$ cat config.mk
export PLATFORM = sky130hd
export DESIGN_NAME = build_info_axil
export DESIGN_NICKNAME = d
export VERILOG_FILES = /design/src/rtl/build_info_axil.sv
export SDC_FILE = /design/constraint.sdc
export NUM_CORES = 1
export LEC_CHECK = 0
export BUFFER_PORTS_ARGS = -buffer_cell sky130_fd_sc_hd__buf_2
export CAP_MARGIN = 0
export CORE_MARGIN = 2
export CORE_UTILIZATION = 40
export DETAILED_ROUTE_END_ITERATION = 16
export GPL_TIMING_DRIVEN = 1
export PLACE_DENSITY = 0.64
export SETUP_SLACK_MARGIN = 0.2
export SYNTH_ARGS = -nofsm -noshare
export SYNTH_HDL_FRONTEND = slang
export SYNTH_SLANG_ARGS = --single-unit
$ cat constraint.sdc
create_clock -name clk -period 3.1 [get_ports clk]
set_clock_uncertainty 0.2 [all_clocks]
set_input_delay 0.62 -clock clk [delete_from_list [all_inputs] [get_ports clk]]
set_output_delay 0.62 -clock clk [all_outputs]
set_load 0.05 [all_outputs]
$ cat src/rtl/build_info_axil.sv
// build_info_axil: build version / USR_ACCESS register bank on an AXI4-Lite slave.
// USR_ACCESS data is accepted only after DATAVALID has been high with unchanging
// data for STABLE_CYCLES consecutive cycles; otherwise a timeout is flagged.
module build_info_axil #(
   parameter int unsigned STABLE_CYCLES  = 8,
   parameter int unsigned TIMEOUT_CYCLES = 1_000_000,
   parameter logic [31:0] MAGIC          = 32'h4255_494C
) (
   input  logic        clk,
   input  logic        rstn,
   input  logic [63:0] version_i,
   input  logic        usr_datavalid_i,
   input  logic [31:0] usr_data_i,
   input  logic [4:0]  s_axil_awaddr,
   input  logic        s_axil_awvalid,
   output logic        s_axil_awready,
   input  logic [31:0] s_axil_wdata,
   input  logic [3:0]  s_axil_wstrb,
   input  logic        s_axil_wvalid,
   output logic        s_axil_wready,
   output logic [1:0]  s_axil_bresp,
   output logic        s_axil_bvalid,
   input  logic        s_axil_bready,
   input  logic [4:0]  s_axil_araddr,
   input  logic        s_axil_arvalid,
   output logic        s_axil_arready,
   output logic [31:0] s_axil_rdata,
   output logic [1:0]  s_axil_rresp,
   output logic        s_axil_rvalid,
   input  logic        s_axil_rready,
   output logic        usr_ready_o
);

   localparam int          TW          = $clog2(TIMEOUT_CYCLES + 1);
   localparam logic [TW-1:0] TIMEOUT_MAX = TW'(TIMEOUT_CYCLES);
   localparam logic [7:0]  STABLE_MAX  = 8'(STABLE_CYCLES);
   localparam logic [1:0]  RESP_OKAY   = 2'b00;
   localparam logic [1:0]  RESP_SLVERR = 2'b10;

   typedef enum logic [1:0] {S_RESET, S_WAIT, S_TIMEOUT, S_CAPTURED} state_t;

   state_t          state, state_next;
   logic            valid_meta, valid_sync;
   logic [31:0]     data_q, data_qq;
   logic [7:0]      stab_cnt, stab_cnt_next;
   logic [TW-1:0]   tmo_cnt, tmo_cnt_next;
   logic [31:0]     cap_data, cap_data_next;
   logic            st_cap, st_cap_next;
   logic            st_tmo, st_tmo_next;
   logic            stable;
   logic [31:0]     scratch;
   logic [31:0]     rd_data;
   logic [1:0]      rd_resp;
   logic            wr_go, wr_hs;
   logic [3:0]      lane_we;
   logic            unused_addr_bits;

   // Byte offsets inside a word carry no meaning for this register bank.
   assign unused_addr_bits = ^{s_axil_araddr[1:0], s_axil_awaddr[1:0]};

   // DATAVALID synchronizer plus a two-deep history of the raw data word.
   always_ff @(posedge clk or negedge rstn) begin
      if (!rstn) begin
         valid_meta <= 1'b0;
         valid_sync <= 1'b0;
         data_q     <= '0;
         data_qq    <= '0;
      end else begin
         valid_meta <= usr_datavalid_i;
         valid_sync <= valid_meta;
         data_q     <= usr_data_i;
         data_qq    <= data_q;
      end
   end

   assign stable = valid_sync && (data_q == data_qq);

   // Capture FSM next-state: stability window, saturating timeout, capture beats timeout.
   always_comb begin
      state_next    = state;
      stab_cnt_next = '0;
      tmo_cnt_next  = tmo_cnt;
      cap_data_next = cap_data;
      st_cap_next   = st_cap;
      st_tmo_next   = st_tmo;
      if (state != S_CAPTURED && tmo_cnt != TIMEOUT_MAX)
         tmo_cnt_next = tmo_cnt + TW'(1);
      case (state)
         S_RESET: state_next = S_WAIT;
         S_WAIT, S_TIMEOUT: begin
            if (stable)
               stab_cnt_next = stab_cnt + 8'd1;
            if (stable && stab_cnt_next == STABLE_MAX) begin
               state_next    = S_CAPTURED;
               stab_cnt_next = '0;
               cap_data_next = data_q;
               st_cap_next   = 1'b1;
               st_tmo_next   = 1'b0;
            end else if (state == S_WAIT && tmo_cnt_next == TIMEOUT_MAX) begin
               state_next  = S_TIMEOUT;
               st_tmo_next = 1'b1;
            end
         end
         default: ;
      endcase
   end

   // Capture FSM state and status registers; usr_ready_o trails status bit0 by one cycle.
   always_ff @(posedge clk or negedge rstn) begin
      if (!rstn) begin
         state       <= S_RESET;
         stab_cnt    <= '0;
         tmo_cnt     <= '0;
         cap_data    <= '0;
         st_cap      <= 1'b0;
         st_tmo      <= 1'b0;
         usr_ready_o <= 1'b0;
      end else begin
         state       <= state_next;
         stab_cnt    <= stab_cnt_next;
         tmo_cnt     <= tmo_cnt_next;
         cap_data    <= cap_data_next;
         st_cap      <= st_cap_next;
         st_tmo      <= st_tmo_next;
         usr_ready_o <= st_cap;
      end
   end

   // Read address decode; offsets 0x18/0x1C answer SLVERR with zero data.
   always_comb begin
      rd_data = '0;
      rd_resp = RESP_OKAY;
      case (s_axil_araddr[4:2])
         3'd0:    rd_data = version_i[31:0];
         3'd1:    rd_data = version_i[63:32];
         3'd2:    rd_data = cap_data;
         3'd3:    rd_data = {30'd0, st_tmo, st_cap};
         3'd4:    rd_data = scratch;
         3'd5:    rd_data = MAGIC;
         default: rd_resp = RESP_SLVERR;
      endcase
   end

   // Read channel: one outstanding read, arready mirrors !rvalid after reset.
   always_ff @(posedge clk or negedge rstn) begin
      if (!rstn) begin
         s_axil_arready <= 1'b0;
         s_axil_rvalid  <= 1'b0;
         s_axil_rdata   <= '0;
         s_axil_rresp   <= RESP_OKAY;
      end else if (s_axil_arvalid && s_axil_arready) begin
         s_axil_arready <= 1'b0;
         s_axil_rvalid  <= 1'b1;
         s_axil_rdata   <= rd_data;
         s_axil_rresp   <= rd_resp;
      end else if (s_axil_rvalid && s_axil_rready) begin
         s_axil_rvalid  <= 1'b0;
         s_axil_arready <= 1'b1;
      end else if (!s_axil_rvalid) begin
         s_axil_arready <= 1'b1;
      end
   end

   // AW and W are accepted together as a one-cycle ready pulse.
   assign wr_go = s_axil_awvalid && s_axil_wvalid && !s_axil_bvalid && !s_axil_awready;
   assign wr_hs = s_axil_awready && s_axil_awvalid && s_axil_wvalid;

   for (genvar gi = 0; gi < 4; gi++) begin : g_lane
      assign lane_we[gi] = wr_hs && (s_axil_awaddr[4:2] == 3'd4) && s_axil_wstrb[gi];
   end

   // Write channel and byte-lane scratch register.
   always_ff @(posedge clk or negedge rstn) begin
      if (!rstn) begin
         s_axil_awready <= 1'b0;
         s_axil_wready  <= 1'b0;
         s_axil_bvalid  <= 1'b0;
         s_axil_bresp   <= RESP_OKAY;
         scratch        <= '0;
      end else begin
         s_axil_awready <= wr_go;
         s_axil_wready  <= wr_go;
         if (wr_hs) begin
            s_axil_bvalid <= 1'b1;
            s_axil_bresp  <= (s_axil_awaddr[4:3] == 2'b11) ? RESP_SLVERR : RESP_OKAY;
         end else if (s_axil_bvalid && s_axil_bready) begin
            s_axil_bvalid <= 1'b0;
         end
         for (int b = 0; b < 4; b++)
            if (lane_we[b])
               scratch[8*b +: 8] <= s_axil_wdata[8*b +: 8];
      end
   end

endmodule

==> qor.yml <==
clkTransAtPathRegs_ns: 0.06
fin_tns_setup_ns: 0
clock_latency_ns: 0.51
ys.flop_type: "dfrtp_1"
track_usage: 0.188
multi_input_area_um2: 3580
numCtsBuffers: 23
die-area_um2: 23000
overflow: 0
fp.dieW_um: 152
synthCells: 702
initial_utilization: 0.404
regArea_um2: 5030
initialDrtViolationCount: 303
synth_top_area_cell: "dfrtp_1"
die_h_um: 152
fin_crit_sh: 0.914
h-tree-depth: 1
pin_count: 192
worstPathArrival_ns: 3.03
drt_wl_total_mm: 22.0
power_density_nw_per_um2: 563
tightest_slew_ns: 0.591
slew_violations: 0
antenna_found_initial: 2
synth_area_um2: 8730
critical_path_class: "flip-flop to flip-flop"
cp_data_required_time_ns: 3.30
ant_nets: 0
slew_headroom: 0.601
cts.sinks: 201
vdd_drop_max_v: 0.000348
max_cap_violations: 0
start_kind: "flip-flop"
io_buffers: 185
startpoint: "stab_cnt[0]"
crit_path_end_kind: "flip-flop"
hp-start: "usr_data_i[16]"
fillCellCount: 1897
avgSynthCellArea_um2: 12.4
place_area_um2: 10000
max_freq_mhz: 353
synth-edff-count: 0
finalPower_mw: 6.26
drt-wirelength-per-cell_um: 18.0
areaGrowthSynthToFinish_pct: 27.4
synth-async-reset-ratio: 1.00
cts_root_buf: "clkbuf_16"
grt_max_degree: 69
netlist.area_leader.share: 0.576
grt_pass1_vias: 6125
coreArea_um2: 21600
finalHoldViolCount: 0
grt_pass1_wl_mm: 33.4
via_per_inst: 5.04
reg2reg_from: "stab_cnt[0]"
nNetsFinal: 1079
synth_area_leaders: "dfrtp_1 58%, mux2_2 5.3%, mux2_4 4.8%"
p_leak_nw: 5.40
cts_tree: "done"
status: "complete, no violations"
worst-path-max-fanout: 8
ys_seq_area_frac: 0.576
min_path_type: "input port to flip-flop"
gp_congestion: 0.879
ys_warn_count: 0
layout-drive-gt1-share: 0.362
dr.pass1.iters: 4
rows: 54
clock_path_buffers: 3
ys_ff_latch: 201
rsz0062_at_grt: "true"
place_hpwl_mm: 16.1
stdcell_area_um2: 11100
remaining_drc_errors: 0
setup_viol: 0
timing.final.crit_period_ns: 2.83
synth.distinct_cells: 59
vias: 6143
## cells by family after synthesis
group | synth area share
mux | 0.127
flops | 0.576
buf+inv | 0.0225
other cells | 0.000429
fa+ha+maj | 0.00860
compound gates | 0.0979
simple gates | 0.107
xor+xnor | 0.0612
## metal layers
layer | track usage | routed length [µm] | vias to the layer above | part of all wire
met5 | 0 | 0 | - | 0
met4 | 0.0532 | 560 | 0 | 0.026
met3 | 0.0263 | 1130 | 41 | 0.052
met2 | 0.303 | 10100 | 173 | 0.46
met1 | 0.267 | 10200 | 2970 | 0.46
li1 | - | - | 2959 | -
## layout make-up
class                      count  share of cell area
antenna                        2            0.000450
clock buffer                  28              0.0561
clock inverter                11              0.0117
inverter                      13             0.00439
multi-input combinational    459               0.322
sequential                   201               0.452
tap                          280              0.0315
timing repair buffer         225               0.122
## flip-flops by register name (all words and copies together) (netlist names), 2 cells and up
signal	cells
data_qq	32
state	2
cap_data	32
tmo_cnt	20
s_axil_rdata	32
stab_cnt	8
scratch	32
data_q	32
## report_power, final
group	total (mW)	internal (mW)	leakage, nW	switching, mW
Sequential	2.84	2.75	2.60	0.0866
Combinational	0.732	0.263	2.42	0.469
Clock	2.70	1.61	0.379	1.08
Total	6.26	4.63	5.40	1.64
## cell usage after synthesis, types with 4 or more instances
cell      instances
clkbuf_1         18
nand2_1          50
buf_1             5
mux2_2           41
nor2_1           37
a22o_1           31
o22ai_1          13
nand2b_1          5
nand4_1          17
a21oi_1          27
a22oi_1           6
xnor2_1          45
dfrtp_1         201
inv_1            12
mux2_4           28
mux2i_1          18
o21ai_0          34
and3_1            4
o21a_1            7
nand3_1          12
xor2_1           16
ha_1              6
nor2b_1           5
nor3_1            8
## stage by stage
step            util  cells  setup WS, ns  hold slack [ns]
3_5_place_dp   0.464   1154        0.0943            0.135
5_1_grt        0.514   1219         0.155          0.00100
3_3_place_gp   0.464   1154         0.124            0.135
2_1_floorplan      -    703         0.431            0.124
6_report       0.514   1219         0.266           0.0163
4_1_cts        0.507   1210         0.190         0.000510
## placed cells by master, fill, tap and decap left out, drive strengths merged, types with 4 or more instances in the layout
cell / instances
buf: 207
a21oi: 27
nor2: 37
o21ai: 34
mux2: 69
a22oi: 6
nor4: 4
inv: 16
nor3: 11
nand2b: 5
clkbuf: 31
o21a: 7
a22o: 31
xnor2: 45
nand2: 51
nand4: 17
dlygate4sd3: 15
clkinv: 6
nor2b: 5
and3: 4
ha: 6
nand3: 13
dfrtp: 201
xor2: 16
mux2i: 18
o22ai: 13
## worst paths after layout
kind / slack, ns / cells past startpoint / end
setup / recovery: 0.27 / 8 / cap_data[17]
hold / removal: 0.02 / 1 / data_q[16]
setup reg to reg: 0.27 / 8 / cap_data[17]
hold reg to reg: 0.15 / 0 / valid_sync
max in group asynchronous: 1.57 / 3 / cap_data[21]
min in group asynchronous: 0.36 / 2 / tmo_cnt[18]
## critical path: stages, from the launching register on
cell and delay [ns]:
dfrtp_2 0.43, ha_4 0.17, or4b_2 0.70, a221oi_4 0.27
nand4_1 0.19, inv_2 0.13, nand2_4 0.11, clkbuf_16 0.21
mux2_4 0.30
## what timing repair did
action                                  in CTS  in global routing
pin swaps                                    2                  5
resized for setup                            1                 11
cloned                                       0                  3
setup buffers                                2                  4
endpoints found under the setup margin      31                 35
hold buffers                                15                  0
hold endpoints to repair                    42                  0
Power figures use the tool's default switching activity.
